## src/rtl/alu_pipe_stage.sv

```systemverilog
// Two-stage pipelined ALU execution stage with valid/ready handshakes.
// S1 holds the operands and opcode; S2 holds the result and flags.
module And_for_N_bits #(
    parameter int Width = 4
) (
    input  logic [Width-1:0] a,
    input  logic [Width-1:0] b,
    output logic [Width-1:0] y
);
    assign y = a & b;
endmodule

module alu_pipe_stage #(
    parameter int Width = 4
) (
    input  logic             Clock,
    input  logic             Reset_n,
    input  logic             In_Valid,
    output logic             In_Ready,
    input  logic [1:0]       Op,
    input  logic [Width-1:0] First,
    input  logic [Width-1:0] Second,
    output logic             Out_Valid,
    input  logic             Out_Ready,
    output logic [Width-1:0] Result,
    output logic             Zero,
    output logic             Carry
);
    typedef enum logic [1:0] {
        OP_AND = 2'b00,
        OP_OR  = 2'b01,
        OP_XOR = 2'b10,
        OP_ADD = 2'b11
    } op_e;

    logic             s1_valid_q, s1_valid_d;
    logic [1:0]       s1_op_q, s1_op_d;
    logic [Width-1:0] s1_a_q, s1_a_d;
    logic [Width-1:0] s1_b_q, s1_b_d;

    logic             s2_valid_q, s2_valid_d;
    logic [Width-1:0] s2_result_q, s2_result_d;
    logic             s2_zero_q, s2_zero_d;
    logic             s2_carry_q, s2_carry_d;

    logic             s1_adv;
    logic             accept;
    logic [Width-1:0] and_y;
    logic [Width:0]   sum;
    logic [Width-1:0] ex_result;
    logic             ex_carry;

    And_for_N_bits #(.Width(Width)) u_and (
        .a(s1_a_q),
        .b(s1_b_q),
        .y(and_y)
    );

    assign sum = {1'b0, s1_a_q} + {1'b0, s1_b_q};

    always_comb begin
        ex_result = and_y;
        ex_carry  = 1'b0;
        unique case (op_e'(s1_op_q))
            OP_AND: ex_result = and_y;
            OP_OR:  ex_result = s1_a_q | s1_b_q;
            OP_XOR: ex_result = s1_a_q ^ s1_b_q;
            OP_ADD: begin
                ex_result = sum[Width-1:0];
                ex_carry  = sum[Width];
            end
            default: ex_result = and_y;
        endcase
    end

    // In_Ready depends combinationally on Out_Ready so a full pipe can refill
    // in the same cycle it drains.
    always_comb begin
        s1_adv   = s1_valid_q & (~s2_valid_q | Out_Ready);
        In_Ready = ~s1_valid_q | s1_adv;
        accept   = In_Valid & In_Ready;

        s1_valid_d = s1_valid_q;
        s1_op_d    = s1_op_q;
        s1_a_d     = s1_a_q;
        s1_b_d     = s1_b_q;
        if (accept) begin
            s1_valid_d = 1'b1;
            s1_op_d    = Op;
            s1_a_d     = First;
            s1_b_d     = Second;
        end else if (s1_adv) begin
            s1_valid_d = 1'b0;
        end

        s2_valid_d  = s2_valid_q;
        s2_result_d = s2_result_q;
        s2_zero_d   = s2_zero_q;
        s2_carry_d  = s2_carry_q;
        if (s1_adv) begin
            s2_valid_d  = 1'b1;
            s2_result_d = ex_result;
            s2_zero_d   = (ex_result == '0);
            s2_carry_d  = ex_carry;
        end else if (Out_Ready) begin
            s2_valid_d = 1'b0;
        end
    end

    always_ff @(posedge Clock or negedge Reset_n) begin
        if (!Reset_n) begin
            s1_valid_q  <= 1'b0;
            s1_op_q     <= '0;
            s1_a_q      <= '0;
            s1_b_q      <= '0;
            s2_valid_q  <= 1'b0;
            s2_result_q <= '0;
            s2_zero_q   <= 1'b0;
            s2_carry_q  <= 1'b0;
        end else begin
            s1_valid_q  <= s1_valid_d;
            s1_op_q     <= s1_op_d;
            s1_a_q      <= s1_a_d;
            s1_b_q      <= s1_b_d;
            s2_valid_q  <= s2_valid_d;
            s2_result_q <= s2_result_d;
            s2_zero_q   <= s2_zero_d;
            s2_carry_q  <= s2_carry_d;
        end
    end

    assign Out_Valid = s2_valid_q;
    assign Result    = s2_result_q;
    assign Zero      = s2_zero_q;
    assign Carry     = s2_carry_q;
endmodule

```

## config.mk

```make
export PLATFORM = sky130hd
export DESIGN_NAME = alu_pipe_stage
export DESIGN_NICKNAME = d
export VERILOG_FILES = /design/src/rtl/alu_pipe_stage.sv
export SDC_FILE = /design/constraint.sdc
export NUM_CORES = 1
export LEC_CHECK = 0
export ABC_CLOCK_PERIOD_IN_PS = 2400
export CAP_MARGIN = 10
export CELL_PAD_IN_SITES_DETAIL_PLACEMENT = 0
export CELL_PAD_IN_SITES_GLOBAL_PLACEMENT = 1
export CORE_ASPECT_RATIO = 0.75
export CORE_UTILIZATION = 38
export DETAILED_ROUTE_END_ITERATION = 8
export PLACE_DENSITY_LB_ADDON = 0.1
export SLEW_MARGIN = 15
export SYNTH_ARGS = -nofsm -noshare
export SYNTH_HDL_FRONTEND = slang
export SYNTH_SLANG_ARGS = --single-unit
```

## constraint.sdc

```tcl
create_clock -name Clock -period 2.4 [get_ports Clock]
set_input_delay 0.48 -clock Clock [delete_from_list [all_inputs] [get_ports Clock]]
set_output_delay 0.48 -clock Clock [all_outputs]
set_load 0.02 [all_outputs]
```

==> results by group, run 1 <==
STA
  • Final setup viols: 0
  • Slew Limit Fails: 0
  • Period utilization: between 90 and 100%
  • Slew HR: a little over two thirds
  • Worst-margin pin slew: about 450 ps
  • Final worst path period need: between 2000 and 2500 ps
  • RSZ-0062 raised after global routing: no
  • Hold Fails Final Rpt: 0
  • Peak Freq: 457 MHz
  • Setup Skew: between 2 and 3 ps
  • Setup tns final: 0 ps

Critical path
  • Slowest cell on the critical path: clkdlybuf4s50_1
  • Crit start category: input port
  • Crit-path max cell delay: slightly above 600 ps
  • Arrival time worst endpoint: 1710 ps
  • Reg2Reg Depth: 4
  • Element type at the critical path end: output port
  • FF-to-FF setup slack: about 450 ps
  • Critical path fanouts, max: 3
  • Critical Path, Cell by Cell: clkdlybuf4s50_1 -> nand3b_1 -> clkdlybuf4s50_1
  • WS Path Type: input port to output port
  • R2R Path End: Result[1]
  • Most frequent CP cell: clkdlybuf4s50_1
  • Crit path launch: Out_Ready
  • Reg2reg start: s1_a_q[0]
  • Critical Path RT: about 1900 ps

GRT
  • Antenna violations before repair: 0
  • Global-route wire length before repair: a little under 3000 um
  • Vias in the first global route: 630
  • Total gr overflow: 0
  • Largest net degree at the start of global routing: 14
  • Tot GR Track Use: ~15%

Synth
  • Synth warnings: 0
  • Top-count cell post-synth: dfrtp_1
  • Sequential area share after synthesis: around 45%
  • Mapped Area: 0.00100 sq mm
  • Synthesized Nets: approximately 110
  • FF+latch count, synth: 18
  • Top cells by instance count after synthesis: dfrtp_1 (18), mux2_2 (13), inv_1 (10), ha_1 (8), nand2_1 (6)
  • Syn Area/Cell: approximately 12 sq um
  • Main flop type after synthesis: dfrtp_1
  • Yosys top cell by area: dfrtp_1
  • Post-synthesis cell type count: 27
  • Top cell type's share of synthesized area: around 45%
  • Synth area leaders: dfrtp_1 (45%), mux2_2 (15%), ha_1 (10%)
  • Gate Count Post-Synth: 85
  • Asr flop ratio synth: 100%
  • Post-synth EDFFs: 0

Layout
  • Share of cells above drive strength 1: approximately a fifth
  • Diode count: 0
  • Synthesis-to-layout area growth: 27.7%
  • Fill cell count: around 240
  • Finished Core Util: 53.3%
  • Fin cells: 143
  • Layout net count: between 100 and 150
  • Finished Cell Area: around 0.0013 sq mm

Status
  • Outcome: finished, final reports clean

Pwr
  • Psw: 314 uW
  • LEAKAGE: about 0.00058 uW
  • VDD IR-drop max: 0.349 mV
  • Net Sw Frac: about a third
  • Internal: between 600 and 700 uW
  • Combinational power share: about two fifths
  • Clock power frac: 18.6%
  • Pwr Density: roughly 770 mW/mm^2
  • Sequential share of power: a little over two fifths

Clock network
  • Setup repair bufs after CTS: 0
  • CTS tree: yes
  • Clock sink total: 18
  • Worst skew pair latency: between 200 and 300 ps
  • Cts hold-fix bufs: 0
  • CTS buffer count: 3
  • Resize count post-CTS: 0
  • CTS H-Tree Depth: 1
  • Clk pin slew, worst setup/hold paths: roughly 100 ps
  • CTS max path bufs: 2
  • CTS Root Cell: clkbuf_4

Placed design
  • Routability cong.: around 0.76
  • Cells after DPL: between 100 and 150
  • Port bufs: 21
  • Post-DP HPWL: around 1400 um
  • Placed Area: about 0.0012 sq mm

Detailed routing
  • Routed vias: approximately 670
  • Total routed wirelength: about 1700 um
  • Final ANT Viol Nets: 0
  • First DRT Iteration DRCs: between 40 and 50
  • Routed vias/inst: between 4 and 5
  • Drt wl/cell: 11.6 um
  • Initial DRT Pass Iterations: 3
  • # DRC: 0

Floorplanning
  • Row cnt: 15
  • Starting Density: 41.7%
  • Io pins: 22
  • Die Area: around 0.0028 sq mm
  • Die W: 61.3 um
  • Core box area: ~0.0024 sq mm
  • Die height: roughly 46 um

Job
  • Max-cap violation count: 0

Min path
  • Tightest Hold Check Type: input port to async pin
-- registers in the layout (all words and copies together), names as in the netlist --
name	cells
s1_b_q	4
s1_a_q	4
s1_valid_q	1
Zero	1
s1_op_q	2
Carry	1
Out_Valid	1
Result	4
-- logic make-up after synthesis --
logic type / Yosys count / synth area share, %
flops: 18 / 44.9
compound gates: 13 / 9.36
fa+ha+maj: 9 / 12.0
buf+inv: 12 / 5.62
simple gates: 17 / 9.11
mux: 16 / 19.0
-- how the worst max path moves through the flow --
stage                     end  slack [ps]  cells after the start
floorplan           Result[1]         520                      4
CTS                  In_Ready         210                      3
global placement     In_Ready         230                      3
global route         In_Ready         150                      3
detailed placement   In_Ready         220                      3
finish               In_Ready         210                      3
-- power groups by stage --
stage                     sequential, uW  combinational, uW  clock [uW]
after floorplan                      458                206           0
after global placement               425                374           0
after detailed placement             429                381           0
after CTS                            422                382         194
after global routing                 433                421         208
final                                420                377         182
-- critical path, delay by kind of cell --
kind / cells / cell delay (ps)
AND/OR/NAND/NOR: 1 / 150
buffers and inverters: 2 / 1090
-- cells in the final DEF (no fill, tap or decap), drive strengths merged, types with 2 or more instances in the layout --
cell            n
clkbuf          4
inv            10
nand2b          3
ha              8
nand3b          2
mux2           14
o21ai           2
dfrtp          18
nand3           2
o22ai           2
a21oi           3
nand2           6
clkdlybuf4s50  21
-- cell type report --
| class | count | area, sq um | area share (%) |
|---|---|---|---|
| timing repair buffer | 22 | 218 | 17.0 |
| tap | 34 | 42.5 | 3.32 |
| multi-input combinational | 55 | 495 | 38.7 |
| sequential | 18 | 450 | 35.2 |
| inverter | 10 | 37.5 | 2.93 |
| clock buffer | 4 | 36.3 | 2.83 |
-- per-stage QoR --
step	power, uW	hold slack [ps]	setup slack, ps
floorplan	664	184	518
global placement	799	465	229
detailed placement	810	477	221
CTS	998	498	209
global route	1060	507	150
finish	979	494	211
-- metal layers --
metal / track usage (%) / share of wire (%) / up-vias
li1: - / - / 344
met1: 20.7 / 52 / 313
met2: 21.1 / 44 / 12
met3: 5.06 / 3.5 / 2
met4: 4.09 / 0.72 / 0
met5: 0 / 0 / -
(Power assumes the default switching activity.)
==> inputs of run 2 (changes only) <==
--- a/config.mk
+++ b/config.mk
@@ -12,6 +12,7 @@
 export CORE_ASPECT_RATIO = 0.75
 export CORE_UTILIZATION = 38
 export DETAILED_ROUTE_END_ITERATION = 8
+export GPL_TIMING_DRIVEN = 0
 export PLACE_DENSITY_LB_ADDON = 0.1
 export SLEW_MARGIN = 15
 export SYNTH_ARGS = -nofsm -noshare
==> results by group, run 2 (synthesized netlist as in run 1, its figures left out) <==
GRT
  • Tot GR Track Use: 15.8% (was 14.6%)
  • Vias in the first global route: 710 (was 630)
  • Global-route wire length before repair: 3080 um (was 2880 um)
  • Largest net degree at the start of global routing: 19 (was 14)
  • Total gr overflow: 0 (unchanged)
  • Antenna violations before repair: 0 (unchanged)

Detailed routing
  • Total routed wirelength: 1800 um (was 1660 um)
  • Final ANT Viol Nets: 0 (unchanged)
  • Routed vias: 707 (was 671)
  • Drt wl/cell: 12.5 um (was 11.6 um)
  • First DRT Iteration DRCs: 15 (was 42)
  • Routed vias/inst: 4.91 (was 4.69)
  • Initial DRT Pass Iterations: 4 (was 3)
  • # DRC: 0 (unchanged)

Placed design
  • Routability cong.: 0.787 (was 0.764)
  • Placement Setup Slack: 204 ps (was 221 ps)
  • Placed Area: 0.00125 sq mm (was 0.00124 sq mm)
  • Port bufs: 21 (unchanged)
  • Post-DP HPWL: 1420 um (was 1350 um)

Min path
  • Worst hold start: Carry
  • Hold Path Cell Cnt: 2
  • Tightest Hold Check Type: register to register (was input port to async pin)
  • Hold worst-path end: Carry

Clock network
  • CTS buffer count: 3 (unchanged)
  • CTS max path bufs: 2 (unchanged)
  • Worst skew pair latency: 300 ps (was 290 ps)
  • Resize count post-CTS: 0 (unchanged)
  • Cts hold-fix bufs: 0 (unchanged)
  • CTS Root Cell: clkbuf_4 (unchanged)
  • Clock sink total: 18 (unchanged)
  • Clk pin slew, worst setup/hold paths: 110 ps (was 100 ps)
  • CTS tree: yes (unchanged)
  • CTS H-Tree Depth: 1 (unchanged)
  • Setup repair bufs after CTS: 0 (unchanged)

Floorplanning
  • Io pins: 22 (unchanged)
  • Row cnt: 15 (unchanged)
  • Die W: 61.3 um (unchanged)
  • Die Area: 0.00285 sq mm (unchanged)
  • Core box area: 0.00240 sq mm (unchanged)
  • Die height: 46.5 um (unchanged)
  • Starting Density: 41.7% (unchanged)

STA
  • Worst setup margin: 198 ps (was 211 ps)
  • Final worst path period need: 2200 ps (was 2190 ps)
  • Hold Fails Final Rpt: 0 (unchanged)
  • Setup Skew: 11.1 ps (was 3.00 ps)
  • RSZ-0062 raised after global routing: no (unchanged)
  • Worst-margin pin slew: 807 ps (was 445 ps)
  • Period utilization: 91.7% (was 91.2%)
  • Final setup viols: 0 (unchanged)
  • Peak Freq: 454 MHz (was 457 MHz)
  • Setup tns final: 0 ps (unchanged)
  • Slew HR: 46.0% (was 70.2%)
  • Slew Limit Fails: 0 (unchanged)

Critical path
  • Arrival time worst endpoint: 1720 ps (was 1710 ps)
  • FF-to-FF setup slack: 440 ps (was 450 ps)
  • Reg2Reg Depth: 4 (unchanged)
  • R2R Path End: Result[1] (unchanged)
  • Element type at the critical path end: output port (unchanged)
  • Critical path fanouts, max: 3 (unchanged)
  • Reg2reg start: s1_a_q[0] (unchanged)
  • Critical Path RT: 1920 ps (about the same)
  • Crit start category: input port (unchanged)
  • WS Path Type: input port to output port (unchanged)

Pwr
  • LEAKAGE: 0.000584 uW (was 0.000578 uW)
  • VDD IR-drop max: 0.368 mV (was 0.349 mV)
  • Pwr Density: 776 mW/mm^2 (was 765 mW/mm^2)

Layout
  • Synthesis-to-layout area growth: 28.8% (was 27.7%)
  • Commonest cells after routing, fill and taps aside: clkdlybuf4s50_1 (21), dfrtp_1 (18), mux2_2 (13) (unchanged)
  • Layout net count: 134 (was 133)
  • Share of cells above drive strength 1: 20.0% (was 19.3%)
  • Diode count: 0 (unchanged)
  • Commonest non-fill, non-tap cell in the layout: clkdlybuf4s50_1 (unchanged)
  • Finished Cell Area: 0.00129 sq mm (was 0.00128 sq mm)

Status
  • Outcome: finished, final reports clean (unchanged)

Job
  • Max-cap violation count: 0 (unchanged)
==> run 2: power breakdown <==
part / total, uW / internal, uW / switching (uW) / leakage (uW)
clock network: 190 / 92.7 / 97.6 / 0.0000210
registers: 409 / 367 / 42.1 / 0.000212
logic: 402 / 214 / 188 / 0.000351
==> run 2: final cells by class <==
| cell class | instances | area [sq um] |
|---|---|---|
| fillers | 244 | 1110 |
| multi-input cells | 55 | 495 |
| flip-flops and latches | 18 | 450 |
| repair buffers | 21 | 210 |
| well taps | 34 | 42.5 |
| inverters | 10 | 37.5 |
| clock buffers | 4 | 36.3 |
| plain buffers | 2 | 18.8 |
==> run 2: layer usage <==
| layer | GRT usage, % | wire (um) | up-vias | share of wire (%) |
|---|---|---|---|---|
| met1 | 18.2 | 799 | 334 | 44 |
| met4 | 6.82 | 34 | 0 | 1.9 |
| met5 | 0 | 0 | - | 0 |
| met3 | 5.06 | 102 | 5 | 5.7 |
| li1 | - | - | 349 | - |
| met2 | 27.0 | 865 | 19 | 48 |
==> run 2: through the flow <==
stage | utilization, % | power, uW | std cells | hold WS (ps)
2_1_floorplan | - | 664 | 85 | 184
3_3_place_gp | 52.2 | 807 | 140 | 464
3_5_place_dp | 52.2 | 824 | 140 | 475
4_1_cts | 53.8 | 1020 | 144 | 501
5_1_grt | 53.8 | 1070 | 144 | 530
6_report | 53.8 | 1000 | 144 | 499
==> run 2: worst max path at each step <==
stage	from	to	slack [ps]	depth (start not counted)
final	Out_Ready	In_Ready	200	3
after floorplan	s1_a_q[0]	Result[1]	520	4
after global routing	Out_Ready	In_Ready	140	3
after CTS	Out_Ready	In_Ready	200	3
after detailed placement	Out_Ready	In_Ready	200	3
after global placement	Out_Ready	In_Ready	210	3
==> run 2: worst max-delay path: stages <==
cell and delay [ps]:
clkdlybuf4s50_1 470, nand3b_1 150, clkdlybuf4s50_1 620
